==> src/rtl/imu_spi_reader_pkg.sv <==
// Shared definitions for the IMU SPI burst reader: FSM states, SPI word width
// and the layout of the request word sent at the start of every burst.
package imu_spi_reader_pkg;

    localparam int SPI_WORD_W = 32;
    localparam int BIT_CNT_W  = $clog2(SPI_WORD_W);

    typedef enum logic [2:0] {
        IDLE,
        REQ,
        GAP,
        RSP,
        DONE
    } state_t;

    // Request word: command in the top byte, start register next, low half zero.
    function automatic logic [SPI_WORD_W-1:0] build_request(input logic [7:0] cmd,
                                                            input logic [7:0] reg_idx);
        return {cmd, reg_idx, 16'h0000};
    endfunction

endpackage

==> src/rtl/imu_spi_reader_spi_word_shift.sv <==
// Single 32-bit shift register and bit counter shared by the request (transmit)
// and response (receive) frames; mosi is only updated on load or sck falling.
module spi_word_shift
    import imu_spi_reader_pkg::*;
(
    input  logic                  c,
    input  logic                  rst,
    input  logic                  load,
    input  logic [SPI_WORD_W-1:0] load_word,
    input  logic                  tx_en,
    input  logic                  fall,
    input  logic                  rise,
    input  logic                  miso,
    output logic                  mosi,
    output logic [SPI_WORD_W-1:0] word,
    output logic                  word_done
);

    logic [BIT_CNT_W-1:0] bit_cnt;

    // The outgoing MSB leaves on each rise while the incoming bit enters the LSB,
    // so after 32 rises the register holds exactly the received word.
    always_ff @(posedge c) begin
        if (rst) begin
            word      <= '0;
            bit_cnt   <= '0;
            mosi      <= 1'b0;
            word_done <= 1'b0;
        end else begin
            word_done <= 1'b0;
            if (load) begin
                word    <= load_word;
                bit_cnt <= '0;
                mosi    <= tx_en & load_word[SPI_WORD_W-1];
            end else if (rise) begin
                word      <= {word[SPI_WORD_W-2:0], miso};
                bit_cnt   <= bit_cnt + 1'b1;
                word_done <= (bit_cnt == BIT_CNT_W'(SPI_WORD_W - 1));
            end else if (fall) begin
                mosi <= tx_en & word[SPI_WORD_W-1];
            end
        end
    end

endmodule

==> src/rtl/imu_spi_reader.sv <==
// SPI mode-3 burst reader: on each synchronized sync rising edge it sends a
// request word, waits CS_GAP cycles, then reads NUM_WORDS+1 words (first dropped).
module imu_spi_reader
    import imu_spi_reader_pkg::*;
#(
    parameter int SCK_HALF  = 4,
    parameter int NUM_WORDS = 4,
    parameter int CS_GAP    = 8
)
(
    input  logic                  c,
    input  logic                  rst,
    input  logic                  sync,
    input  logic [7:0]            cmd,
    input  logic [7:0]            reg_idx,
    output logic                  cs,
    output logic                  sck,
    output logic                  mosi,
    input  logic                  miso,
    output logic [SPI_WORD_W-1:0] rx_data,
    output logic                  rx_valid,
    output logic                  rx_last,
    output logic                  busy,
    output logic [7:0]            missed
);

    state_t state;
    state_t next_state;

    logic sync_meta;
    logic sync_sync;
    logic sync_prev;
    logic trigger;

    logic [7:0] half_cnt;
    logic [7:0] gap_cnt;
    logic [4:0] word_cnt;

    logic in_frame;
    logic half_end;
    logic last_word;
    logic frame_end;
    logic gap_end;
    logic load;
    logic tx_en;
    logic rise;
    logic fall;

    logic [SPI_WORD_W-1:0] word;
    logic                  word_done;

    always_ff @(posedge c) begin
        if (rst) begin
            sync_meta <= 1'b0;
            sync_sync <= 1'b0;
            sync_prev <= 1'b0;
        end else begin
            sync_meta <= sync;
            sync_sync <= sync_meta;
            sync_prev <= sync_sync;
        end
    end

    assign trigger = sync_sync & ~sync_prev;

    assign in_frame  = (state == REQ) || (state == RSP);
    assign half_end  = (half_cnt == 8'(SCK_HALF - 1));
    assign last_word = (state == REQ) ? (word_cnt == 5'd1)
                                      : (word_cnt == 5'(NUM_WORDS + 1));
    // A frame closes at the end of the final high phase; sck then simply stays high.
    assign frame_end = in_frame && half_end && sck && last_word;
    assign gap_end   = (gap_cnt == 8'(CS_GAP - 1));
    assign rise      = in_frame && half_end && !sck;
    assign fall      = in_frame && half_end && sck && !last_word;
    assign tx_en     = (state == IDLE) || (state == REQ);

    always_ff @(posedge c) begin
        if (rst) begin
            state <= IDLE;
        end else begin
            state <= next_state;
        end
    end

    always_comb begin
        next_state = state;
        load       = 1'b0;
        unique case (state)
            IDLE: begin
                if (trigger) begin
                    next_state = REQ;
                    load       = 1'b1;
                end
            end
            REQ: begin
                if (frame_end) begin
                    next_state = GAP;
                end
            end
            GAP: begin
                if (gap_end) begin
                    next_state = RSP;
                    load       = 1'b1;
                end
            end
            RSP: begin
                if (frame_end) begin
                    next_state = DONE;
                end
            end
            DONE: begin
                next_state = IDLE;
            end
            default: begin
                next_state = IDLE;
            end
        endcase
    end

    // Loading a frame pulls sck low together with cs, opening the first low phase.
    always_ff @(posedge c) begin
        if (rst) begin
            sck      <= 1'b1;
            half_cnt <= '0;
            word_cnt <= '0;
        end else if (load) begin
            sck      <= 1'b0;
            half_cnt <= '0;
            word_cnt <= '0;
        end else begin
            if (in_frame) begin
                if (half_end) begin
                    half_cnt <= '0;
                    if (!sck) begin
                        sck <= 1'b1;
                    end else if (!last_word) begin
                        sck <= 1'b0;
                    end
                end else begin
                    half_cnt <= half_cnt + 8'd1;
                end
            end
            if (word_done) begin
                word_cnt <= word_cnt + 5'd1;
            end
        end
    end

    always_ff @(posedge c) begin
        if (rst || state != GAP) begin
            gap_cnt <= '0;
        end else begin
            gap_cnt <= gap_cnt + 8'd1;
        end
    end

    // The request word is captured into the shifter at the trigger itself.
    spi_word_shift u_shift (
        .c         (c),
        .rst       (rst),
        .load      (load),
        .load_word (build_request(cmd, reg_idx)),
        .tx_en     (tx_en),
        .fall      (fall),
        .rise      (rise),
        .miso      (miso),
        .mosi      (mosi),
        .word      (word),
        .word_done (word_done)
    );

    // Response word 0 is the IMU's dummy reply to the request and is never presented.
    always_ff @(posedge c) begin
        if (rst) begin
            cs       <= 1'b1;
            busy     <= 1'b0;
            missed   <= '0;
            rx_data  <= '0;
            rx_valid <= 1'b0;
            rx_last  <= 1'b0;
        end else begin
            cs       <= !((next_state == REQ) || (next_state == RSP));
            busy     <= (next_state != IDLE);
            rx_valid <= 1'b0;
            rx_last  <= 1'b0;
            if (word_done && state == RSP && word_cnt != 5'd0) begin
                rx_data  <= word;
                rx_valid <= 1'b1;
                rx_last  <= (word_cnt == 5'(NUM_WORDS));
            end
            if (trigger && state != IDLE && missed != 8'hFF) begin
                missed <= missed + 8'd1;
            end
        end
    end

endmodule

==> config.mk <==
export PLATFORM = sky130hd
export DESIGN_NAME = imu_spi_reader
export DESIGN_NICKNAME = d
export VERILOG_FILES = /design/src/rtl/imu_spi_reader_pkg.sv /design/src/rtl/imu_spi_reader_spi_word_shift.sv /design/src/rtl/imu_spi_reader.sv
export SDC_FILE = /design/constraint.sdc
export NUM_CORES = 1
export LEC_CHECK = 0
export CORE_MARGIN = 2
export CORE_UTILIZATION = 50
export CTS_CLUSTER_DIAMETER = 60
export DETAILED_ROUTE_END_ITERATION = 10
export GPL_ROUTABILITY_DRIVEN = 0
export MAX_ROUTING_LAYER = met4
export PLACE_DENSITY = 0.85
export SLEW_MARGIN = 30
export SYNTH_ARGS = -nofsm -noshare
export SYNTH_HDL_FRONTEND = slang
export SYNTH_HIERARCHICAL = 1
export SYNTH_SLANG_ARGS = --single-unit
export TNS_END_PERCENT = 20
==> constraint.sdc <==
create_clock -name c -period 2.98 [get_ports c]
set_clock_uncertainty 0.2 [all_clocks]
set_input_delay 0.596 -clock c [delete_from_list [all_inputs] [get_ports c]]
set_output_delay 0.596 -clock c [all_outputs]
set_load 0.01 [all_outputs]
==> results.json <==
{
  "row_count": 35,
  "cts.sinks": 111,
  "holdBufCountCts": 0,
  "core_area_um2": 9330,
  "ant_nets": 0,
  "antenna_found_initial": 0,
  "clk_latency_ps": 370,
  "drt_iter0_drc": 141,
  "synth_seq_area_share": 0.457,
  "hold_start": "gap_cnt[0]",
  "switching_share": 0.221,
  "cp_data_arrival_time_ps": 2800,
  "ios": 66,
  "report.final.setup_viol": 0,
  "status": "finished clean",
  "cts_tree": "yes",
  "grt_pass1_vias": 3501,
  "netlist_instances": 471,
  "r2r_slack_ps": 230,
  "final_common_cell": "dfxtp_1",
  "via_count": 3519,
  "yosys-top-cells-area": "dfxtp_1 (46%), mux2i_1 (14%), nor2_1 (6.8%)",
  "grt.busiest_layer": "met2",
  "cp.required_ps": 3030,
  "vias_per_cell": 5.23,
  "worst_pin_slew_ps": 583,
  "nFillCells": 795,
  "grt_use_met1": 0.233,
  "io_buffers": 65,
  "hp-class": "flop to flop",
  "yosysTopAreaCellShare": 0.457,
  "p_int_mw": 2.14,
  "worstSetupEndpointType": "flop",
  "start_util": 0.521,
  "ys_types": 55,
  "worstReg2RegEnd": "u_shift/word[15]",
  "hold_path_depth": 1,
  "overflow": 0,
  "antenna_cells": 0,
  "hold_slack_ps": 252,
  "grt_start_max_net_pins": 41,
  "max_freq_mhz": 364,
  "synth_top_area_cell": "dfxtp_1",
  "hpwlAfterDp_um": 6490,
  "power_frac_seq": 0.552,
  "relSlewSlack": 0.605,
  "layout.nets": 567,
  "slew_viol_final": 0,
  "layout_common_cells": "dfxtp_1 (111), nor2_1 (88), mux2i_1 (68), clkdlybuf4s50_1 (64), mux2_2 (25)",
  "cts_max_level": 3,
  "cts_resized": 0,
  "worst_setup_path_start_kind": "flop",
  "synth_edf_count": 0,
  "path_class": "flop to flop",
  "min_to": "gap_cnt[0]",
  "r2r_cells": 8,
  "netlist_area_um2": 4860,
  "synthArstFlopShare": 0,
  "die_w_um": 103,
  "syn_avg_cell_area_um2": 10.3,
  "comb_power_share": 0.050,
  "critPathMaxFanout": 39,
  "postCtsSetupBuffers": 0,
  "r2r-start": "half_cnt[4]",
  "layout-drive-gt1-share": 0.132,
  "drcViolationCount": 0,
  "ys_seq_elements": 111,
  "p_leak_nw": 2.14,
  "timing.critical_path.from": "half_cnt[4]",
  "powerDensity_nw_per_um2": 467,
  "syn2layout_area_growth_pct": 21.1,
  "synth_warnings": 6,
  "finalSetupTns_ps": 0,
  "clk_path_buf_depth": 2,
  "synth_top_flop_cell": "dfxtp_1",
  "met3_usage": 0.0339,
  "dp_slack_ps": 272,
  "p_switching_uw": 607,
  "total_power_mw": 2.75,
  "ir_drop_mv": 0.252,
  "routed_wl_um": 9420,
  "cts_buffers": 9,
  "timing.final.crit_period_ps": 2750,
  "clkSlewWorstSetupHoldPaths_ps": 110,
  "die_h_um": 103,
  "setup_ws_ps": 229,
  "grt_setup_unrepaired": "false",
  "dieArea_um2": 10500,
  "track_usage": 0.193,
  "grt_first_pass_wirelength_um": 15700,
  "met2_usage": 0.327,
  "power_frac_clock": 0.398,
  "dr.pass1.iters": 4,
  "min_period_over_period": 0.923,
  "maxCapViolCount": 0,
  "cts_root_buffer": "clkbuf_8",
  "hold_violations": 0,
  "drt-wirelength-per-cell_um": 14.0
}
cells by family (layout without fill, tap and decap cells):
family / count (synthesis) / count (layout) / share of synthesized area
other: 1 / 16 / 0.000771
muxes: 103 / 103 / 0.229
adders and majority gates: 8 / 8 / 0.0206
AOI/OAI and AO/OA: 32 / 32 / 0.0481
DFF: 111 / 111 / 0.457
buffers and inverters: 34 / 92 / 0.0440
xor gates and xnor gates: 17 / 17 / 0.0306
and+or+nand+nor: 165 / 165 / 0.170
worst max path at each step:
stage	slack, ps	to	cells after the start
2_1_floorplan	430	u_shift/word[0]	9
3_3_place_gp	390	u_shift/word[17]	8
4_1_cts	250	u_shift/word[9]	8
5_1_grt	150	u_shift/word[15]	8
3_5_place_dp	270	u_shift/word[9]	8
6_report	230	u_shift/word[15]	8
registers in the layout, summed over array words and instances, names as in the netlist:
signal             cells
word_cnt               5
u_shift/word_done      1
missed                 8
sync_sync              1
u_shift/bit_cnt        5
sck                    1
half_cnt               8
cs                     1
sync_meta              1
u_shift/mosi           1
sync_prev              1
gap_cnt                8
rx_data               32
u_shift/word          32
busy                   1
state                  3
rx_valid               1
rx_last                1
cell type report:
class                      count  area [µm²]  area share
multi-input combinational    341        2500       0.425
sequential                   111        2220       0.378
timing repair buffer          71         728       0.124
tap                          129         161      0.0274
clock inverter                 7         126      0.0215
clock buffer                   9         124      0.0211
inverter                       5        18.8     0.00319
layer usage:
metal / vias to the layer above / wire length [µm]
li1: 1753 / -
met1: 1687 / 4110
met2: 65 / 4860
met3: 14 / 279
met4: 0 / 175
met5: - / 0
synth_stat cells, types with 4 or more instances:
master,number
xor2_1,13
a21oi_1,11
inv_1,5
nand4_1,5
mux2_4,10
mux2i_1,68
dfxtp_1,111
nand2_1,16
mux2_2,25
clkbuf_1,12
nor2b_1,6
and3_1,5
ha_1,8
xnor2_1,4
nand3_1,8
buf_2,9
nor3_1,5
nor2_1,88
critical path, stage by stage, from the launching register on:
cell and delay, ps:
dfxtp_1 350, or4_4 550, nor3_4 230, and2_1 250
nor2b_4 200, buf_12 240, mux2_2 370, mux2i_1 150
nor2_1 50
stage by stage:
step                utilization  cells  instance area [µm²]
floorplan                     -    486                 4920
global placement          0.603    657                 5630
detailed placement        0.603    657                 5630
CTS                       0.630    673                 5880
global route              0.631    673                 5880
finish                    0.631    673                 5880
power groups by stage:
stage	logic, mW	registers, mW	clock network [mW]
after floorplan	0.0865	1.55	0
after global placement	0.131	1.55	0
after detailed placement	0.135	1.55	0
final	0.137	1.52	1.10
after global routing	0.149	1.52	1.17
after CTS	0.136	1.52	1.12
Power figures use the tool's default switching activity.
